===== src/rtl/dmem_pkg.sv =====
// dmem_pkg: shared FSM states, default parameters and a constant log2 helper
package dmem_pkg;
  typedef enum logic [1:0] {ST_IDLE, ST_WAIT, ST_DONE} state_t;
  localparam int DEF_DATA_WIDTH = 32;
  localparam int DEF_DEPTH = 32;
  localparam int DEF_LATENCY = 4;
  function automatic int clog2(input int v);
    int r;
    for (r = 0; (1 << r) < v; r++) ;
    return r;
  endfunction
endpackage


===== src/rtl/dmem_array.sv =====
// dmem_array: word storage with byte-enabled synchronous write and enabled synchronous read
module dmem_array
  import dmem_pkg::*;
#(
  parameter int DW = DEF_DATA_WIDTH,
  parameter int DEPTH = DEF_DEPTH
) (
  input  logic                      clk,
  input  logic                      i_we,
  input  logic                      i_re,
  input  logic [clog2(DEPTH)-1:0]   i_idx,
  input  logic [DW/8-1:0]           i_be,
  input  logic [DW-1:0]             i_wdata,
  output logic [DW-1:0]             o_rdata
);
  logic [DW-1:0] r_mem [DEPTH];
  always_ff @(posedge clk) begin
    for (int b = 0; b < DW/8; b++)
      if (i_we && i_be[b]) r_mem[i_idx][8*b +: 8] <= i_wdata[8*b +: 8];
    if (i_re) o_rdata <= r_mem[i_idx];
  end
endmodule


===== src/rtl/data_memory_lat.sv =====
// data_memory_lat: latency-configurable data memory with req/ack handshake,
// byte-enabled writes and alignment/range error reporting
module data_memory_lat
  import dmem_pkg::*;
#(
  parameter int DATA_WIDTH = DEF_DATA_WIDTH,
  parameter int DEPTH = DEF_DEPTH,
  parameter int LATENCY = DEF_LATENCY
) (
  input  logic                    clk,
  input  logic                    rst_i,
  input  logic                    req_i,
  input  logic                    we_i,
  input  logic [31:0]             addr_i,
  input  logic [DATA_WIDTH/8-1:0] be_i,
  input  logic [DATA_WIDTH-1:0]   w_data_i,
  output logic [DATA_WIDTH-1:0]   r_data_o,
  output logic                    ack_o,
  output logic                    err_o,
  output logic                    busy_o
);
  localparam int BPW = DATA_WIDTH / 8;
  localparam int LSB = clog2(BPW);
  localparam int IW = clog2(DEPTH);
  localparam int CW = clog2(LATENCY + 1);
  state_t r_state, w_next;
  logic [CW-1:0] r_cnt;
  logic r_we, r_err, r_zero;
  logic [BPW-1:0] r_be;
  logic [IW-1:0] r_idx;
  logic [DATA_WIDTH-1:0] r_wdata, w_rdata;
  logic w_accept, w_done, w_err;
  assign w_accept = (r_state == ST_IDLE) && req_i;
  assign w_done = r_state == ST_DONE;
  assign w_err = ((addr_i & 32'(BPW - 1)) != 32'd0) || ((addr_i >> (LSB + IW)) != 32'd0);
  assign busy_o = r_state != ST_IDLE;
  // r_zero forces the visible read data to 0 after reset or an error ack
  assign r_data_o = r_zero ? '0 : w_rdata;
  always_comb
    w_next = r_state == ST_IDLE ? (req_i ? (LATENCY > 1 ? ST_WAIT : ST_DONE) : ST_IDLE) :
             r_state == ST_WAIT ? (r_cnt == CW'(1) ? ST_DONE : ST_WAIT) : ST_IDLE;
  always_ff @(posedge clk or posedge rst_i)
    if (rst_i) r_state <= ST_IDLE;
    else r_state <= w_next;
  always_ff @(posedge clk or posedge rst_i)
    if (rst_i) begin
      r_cnt <= '0;
      ack_o <= 1'b0;
      err_o <= 1'b0;
      r_zero <= 1'b1;
      r_we <= 1'b0;
      r_err <= 1'b0;
      r_be <= '0;
      r_idx <= '0;
      r_wdata <= '0;
    end else begin
      ack_o <= w_done;
      err_o <= w_done && r_err;
      if (w_done) r_zero <= r_err ? 1'b1 : (r_we ? r_zero : 1'b0);
      if (w_accept) begin
        r_cnt <= CW'(LATENCY - 1);
        r_we <= we_i;
        r_err <= w_err;
        r_be <= be_i;
        r_idx <= addr_i[LSB +: IW];
        r_wdata <= w_data_i;
      end else if (r_state == ST_WAIT) r_cnt <= r_cnt - CW'(1);
    end
  dmem_array #(.DW(DATA_WIDTH), .DEPTH(DEPTH)) u_array (
    .clk(clk),
    .i_we(w_done && r_we && !r_err),
    .i_re(w_done && !r_we && !r_err),
    .i_idx(r_idx),
    .i_be(r_be),
    .i_wdata(r_wdata),
    .o_rdata(w_rdata)
  );
endmodule

===== config.mk =====
export PLATFORM = sky130hd
export DESIGN_NAME = data_memory_lat
export DESIGN_NICKNAME = d
export VERILOG_FILES = /design/src/rtl/dmem_pkg.sv /design/src/rtl/dmem_array.sv /design/src/rtl/data_memory_lat.sv
export SDC_FILE = /design/constraint.sdc
export NUM_CORES = 1
export LEC_CHECK = 0
export ABC_AREA = 1
export BUFFER_PORTS_ARGS = -buffer_cell sky130_fd_sc_hd__buf_4
export CAP_MARGIN = 20
export CORE_MARGIN = 5
export CORE_UTILIZATION = 50
export DETAILED_ROUTE_END_ITERATION = 6
export PLACE_DENSITY = 0.66
export SKIP_CTS_REPAIR_TIMING = 1
export SLEW_MARGIN = 20
export SYNTH_ARGS = -nofsm -noshare
export SYNTH_HDL_FRONTEND = slang
export SYNTH_SLANG_ARGS = --single-unit
export TNS_END_PERCENT = 1

===== constraint.sdc =====
create_clock -name clk -period 3.5 [get_ports clk]
set_input_delay 0.175 -clock clk [delete_from_list [all_inputs] [get_ports clk]]
set_output_delay 0.175 -clock clk [all_outputs]
set_load 0.01 [all_outputs]

==> impl_metrics.yaml, run 1 <==
global_route:
  grt_util_all_layers_pct: 23.7
  grt_pass1_wl_mm: 179
  grt_pass1_vias: 29700
  grt_max_degree: 251
  grt_antenna_before_repair: 2
  busiest_layer: "met2"
  overflow: 0
  grtUsageMet1_pct: 33.5
  use_met2_pct: 38.6
  met3_usage_pct: 3.90
drt:
  drtIter0Drc: 3246
  finalWirelength_mm: 119
  wl_per_cell_um: 19.8
  postRouteAntennaNets: 0
  drt_pass1_iterations: 6
  route.detailed.drc: 0
  viasPerCell: 5.17
  dr_total_vias: 31000
pwr:
  p_total_uw: 41900
  powerDensity_nw_per_um2: 797
  seq_power_share_pct: 42.2
  power.share.combinational_pct: 30.0
  p_sw_share_pct: 36.6
  vdd_ir_drop_max_v: 0.000992
  p_switching_uw: 15300
  clockPowerShare_pct: 27.8
  p_int_uw: 26600
  power_leakage_uw: 0.0222
placement:
  gp_congestion: 0.850
  placement.io_buffers: 106
  hpwl_mm: 70.0
timing:
  fmaxAchievable_mhz: 311
  timing.final.hold_violations: 0
  worst_slew_pin_slew_ps: 927
  setup_viol: 0
  fin_tns_setup_ps: 0
  fin_crit_ps: 3210
  rsz0062_at_grt: "false"
  slew_headroom_pct: 38.2
  slew_violations: 0
  fin_crit_sh_pct: 91.8
  fin_worst_skew_ps: 17.7
worst_setup_path:
  worstPathRequired_ps: 4050
  worstSetupPathType: "reg2reg"
  cp_max_fo: 42
  crit_arrival_ps: 3760
  end_kind: "flop"
  start_kind: "flop"
yosys:
  netlist_area_sq_um: 46200
  ys_seq_area_share_pct: 71.4
  syn_inst: 4539
  syn_nets: 4613
  syn_area_per_cell_sq_um: 10.2
  yosysWarnings: 0
  synth_cell_types: 22
  synth-seq-cells: 1107
layout:
  fin_nets: 4788
  final_cell_mix: "nand2_1, edfxtp_1, nor2_1"
  drive_gt1_share_pct: 8.93
  final_common_cell: "nand2_1"
  area_growth_pct: 13.9
die:
  start_util_pct: 50.4
  die_area_sq_um: 98600
  ios: 107
  die_h_um: 314
  die_w_um: 314
  core_sq_um: 91700
  fp-row-count: 111
clocking:
  clockBufferDepth: 3
  path_clk_slew_ps: 60
  clock_latency_ps: 670
  cts_root_buf: "clkbuf_16"
  cts_tree: "built"
  cts.sinks: 1107
  numCtsBuffers: 112
  htree_levels: 3
status:
  outcome: "finished, final reports clean"
run:
  drv_cap: 0
min_path:
  hold_class: "in2reg"
## cells by family (layout without fill, tap and decap cells)
logic type,after synthesis,in the layout,synth area share [%]
and+or+nand+nor,3150,3150,25.8
DFF,1107,1107,71.4
other,0,1,0
AOI/OAI and AO/OA,10,10,0.114
buffers and inverters,270,535,2.59
adders and majority gates,2,2,0.0541
## power groups by stage
stage	clock, uW	combinational, uW	sequential (uW)
floorplan	0	7690	17800
global placement	0	12400	18000
detailed placement	0	12500	18000
CTS	11800	12500	17700
global route	12400	14000	17800
finish	11700	12600	17700
## worst max-delay path, cell delays in order (launching register included)
cell and delay [ps]:
dfrtp_1 380, nor2_1 240, nand2_2 60, buf_4 330, inv_2 590, nand3b_1 120
dlygate4sd3_1 580, nor3_1 170, dlygate4sd3_1 570, nor2_1 40
## flip-flops by register name, summed over array words and instances, names as in the netlist
name,cells
r_idx,5
r_wdata,32
u_array.o_rdata,32
u_array.r_mem,1024
r_cnt,3
r_zero,1
r_state,2
r_be,4
ack_o,1
r_we,1
r_err,1
err_o,1
## cell type report
class,instances,area (sq um)
multi-input cells,3162,12000
diodes,1,2.50
fillers,7636,39000
clock inverters,61,568
well taps,1186,1480
clock buffers,143,2990
flip-flops and latches,1107,33000
repair buffers,283,2360
inverters,48,200
## metal layers
metal	up-vias	wire [um]	share of wire (%)
li1	15000	-	-
met1	14700	50200	42
met2	1138	56100	47
met3	187	9250	7.8
met4	0	3310	2.8
met5	-	0	0
## path summary, 6_finish.rpt
path | from | endpoint | slack, ps | cells past startpoint
worst max register to register | r_state[0] | r_err | 290 | 9
worst min-delay path | addr_i[5] | r_idx[3] | 10 | 3
min in group asynchronous | rst_i | r_state[0] | 260 | 3
max in group asynchronous | rst_i | r_idx[1] | 2350 | 4
worst max-delay path | r_state[0] | r_err | 290 | 9
worst min register to register | r_wdata[29] | r_wdata[29] | 480 | 2
## stage by stage
step	area, sq um	instances	hold slack [ps]	utilization, %	setup slack (ps)
finish	52600	5991	12.8	57.4	287
global route	52600	5990	14.3	57.4	29.2
CTS	52200	5946	-325	56.9	608
detailed placement	48600	5742	372	53.0	631
global placement	48600	5742	369	53.0	710
floorplan	46200	4539	285	-	300
## synth_stat cells (all sizes together)
library cell | count | area (sq um)
nand2 | 2888 | 10800
nor3 | 10 | 140
edfxtp | 1056 | 31700
nand4 | 1 | 6.26
ha | 2 | 25.0
inv | 48 | 185
dfstp | 1 | 26.3
o21ai | 7 | 35.0
nand3b | 1 | 7.51
nand3 | 1 | 5.00
o211ai | 1 | 7.51
clkbuf | 73 | 274
dfrtp | 50 | 1250
nor2 | 249 | 942
a21oi | 2 | 10.0
buf | 149 | 739
(Power assumes the default switching activity.)
==> run 2, diff against run 1 <==
Settings changed: ABC_AREA 1 to default, PLACE_DENSITY 0.66 to 0.69.
Clock period 3.5 ns to 2.7 ns, I/O delays scaled along.
==> run 2 against run 1 <==
The run now ends with design-rule violations left. Sequential share of layout area increased by 2.7 points. Area after synthesis is 7.5% lower. First-iteration DRC count decreased by 25%. Largest power group unchanged.
==> impl_metrics.yaml, run 2 <==
yosys:
  synth-edff-count: 1056
  synth-seq-cells: 1107
  synth_top_area_share_pct: 74.2
  syn_area_per_cell_sq_um: 17.6
  netlist_area_sq_um: 42700
  synth_common_cells: "edfxtp_1, mux2i_1, o22ai_1"
  yosysTopAreaCell: "edfxtp_1"
  synth_cell_types: 41
  ys_seq_area_share_pct: 77.2
  synthArstFlopShare_pct: 4.61
  synthFlopType: "edfxtp_1"
  yosysWarnings: 0
  syn_nets: 2498
  syn_inst: 2424
  synth.area.top_cells: "edfxtp_1, mux2i_1, o22ai_1, dfrtp_1, nor2_1"
  yosysMostFrequentCell: "edfxtp_1"
timing:
  fin_crit_sh_pct: 98.4
  setup_ws_ps: 41.9
  slew_violations: 0
  rsz0062_at_grt: "false"
  worst_slew_pin_slew_ps: 969
  setup_viol: 0
  timing.final.hold_violations: 0
  fin_worst_skew_ps: 37.2
  slew_headroom_pct: 35.4
  hold_slack_ps: 187
  fin_tns_setup_ps: 0
  fin_crit_ps: 2660
  fmaxAchievable_mhz: 376
worst_setup_path:
  slowest_delay_ps: 530
  r2r-start: "r_idx[1]"
  cpMaxStageDelayCell: "nor4_1"
  start_kind: "flop"
  worstPathRequired_ps: 3060
  cp_common_cell: "buf_12"
  crit_arrival_ps: 3020
  reg2regPathDepth: 6
  worstSetupPathType: "reg2reg"
  path_delay_family: "simple AND/OR/NAND/NOR gates"
  r2r_slack_ps: 40
  reg2reg_to: "u_array.o_rdata[23]"
  end_kind: "flop"
  cp_max_fo: 46
  crit_path_cell_trace: "buf_12, buf_12, mux2i_1, o22ai_1, nor4_1, nand2_1"
  critPathBufInv: 2
placement:
  placement.io_buffers: 106
  hpwl_mm: 68.4
  gp_congestion: 0.860
  pre_cts_ws_ps: 97.6
min_path:
  hold_class: "in2async"
drt:
  route.detailed.drc: 1
  dr_total_vias: 23400
  viasPerCell: 5.80
  postRouteAntennaNets: 0
  finalWirelength_mm: 106
  wl_per_cell_um: 26.4
  drtIter0Drc: 2430
  drt_pass1_iterations: 7
clocking:
  cts_tree: "built"
  path_clk_slew_ps: 60
  htree_levels: 3
  clock_latency_ps: 690
  cts.sinks: 1107
  clockBufferDepth: 3
  numCtsBuffers: 106
  cts_root_buf: "clkbuf_16"
layout:
  final_cell_mix: "edfxtp_1, mux2i_1, buf_4"
  final.fill_count: 6178
  drive_gt1_share_pct: 19.9
  multi_input_area_sq_um: 9040
  seq_area_sq_um: 33000
  reg_top3: "u_array.r_mem: 1024 flops, r_wdata: 32 flops, u_array.o_rdata: 32 flops"
  largest_reg_flops: 1024
  final_common_cell: "edfxtp_1"
  fin_nets: 2864
  area_growth_pct: 18.1
  top_register: "u_array.r_mem"
pwr:
  power_leakage_uw: 0.0179
  clockPowerShare_pct: 29.3
  p_total_uw: 51600
  vdd_ir_drop_max_v: 0.00106
  seq_power_share_pct: 43.4
  p_sw_share_pct: 30.7
  p_int_uw: 35800
  p_switching_uw: 15800
  power.share.combinational_pct: 27.2
  powerDensity_nw_per_um2: 1020
global_route:
  overflow: 0
  grt_max_degree: 78
  grt_util_all_layers_pct: 23.0
  grt_antenna_before_repair: 0
  grt_pass1_vias: 23500
  grt_pass1_wl_mm: 154
die:
  die_h_um: 302
  start_util_pct: 50.3
  ios: 107
  fp-row-count: 107
  die_area_sq_um: 91400
  core_sq_um: 85000
  die_w_um: 302
status:
  violations: "design-rule violations"
  outcome: "finished with violations"
run:
  drv_cap: 0
## run 2: changes by cell type after synthesis, sizes merged, moves of 41 or more
cell,change
mux2i,+512
nand2,-2823
buf,-56
inv,-41
nor2,-115
mux2,+42
nor4,+70
o22ai,+256
## run 2: cell type report
| type | count | area share, % |
|---|---|---|
| sequential | 1107 | 65.4 |
| multi-input combinational | 1162 | 17.9 |
| timing repair buffer | 406 | 6.75 |
| clock buffer | 141 | 5.74 |
| tap | 1144 | 2.84 |
| clock inverter | 56 | 1.33 |
| inverter | 7 | 0.0545 |
| antenna | 2 | 0.00992 |
## run 2: power groups by stage
stage,logic [uW],registers (uW),clock network (uW)
global route,14800,22500,16000
finish,14000,22400,15100
floorplan,7520,23400,0
global placement,13500,22700,0
detailed placement,13900,22800,0
CTS,14000,22400,15300
## run 2: how the worst max path moves through the flow
stage	start	to	slack [ps]	cells after the start
floorplan	r_state[0]	u_array.o_rdata[0]	400	2
global route	r_idx[3]	u_array.r_mem[11][28]	2	5
detailed placement	r_idx[1]	u_array.o_rdata[4]	100	7
CTS	r_idx[1]	u_array.o_rdata[23]	60	6
finish	r_idx[1]	u_array.o_rdata[23]	40	6
global placement	r_idx[1]	u_array.o_rdata[15]	170	6
## run 2: logic make-up (layout without fill, tap and decap cells)
logic type                 after synthesis  in the layout  share of synthesized area [%]
DFF                                   1107           1107                           77.2
muxes                                  554            554                           13.1
and+or+nand+nor                        342            342                           3.99
AOI/OAI and AO/OA                      264            264                           3.88
buffers and inverters                  155            610                           1.82
adders and majority gates                2              2                         0.0585
other                                    0              2                              0
## run 2: routing by layer
layer / routed length (um) / track usage, % / up-vias
met5: 103 / 0.794 / -
met4: 3930 / 8.12 / 2
met3: 7650 / 4.46 / 209
met2: 52000 / 38.0 / 979
met1: 42800 / 30.8 / 11800
li1: - / - / 10400
## run 2: through the flow
step	util (%)	cell area (sq um)	std cells
finish	59.4	50500	4025
global route	59.4	50500	4023
CTS	58.8	50000	3975
detailed placement	54.6	46400	3778
global placement	54.6	46400	3778
floorplan	-	42800	2424
## run 2: tightest hold or removal path, delay by kind of cell
kind                   cells  cell delay (ps)
buffers and inverters      3             1260
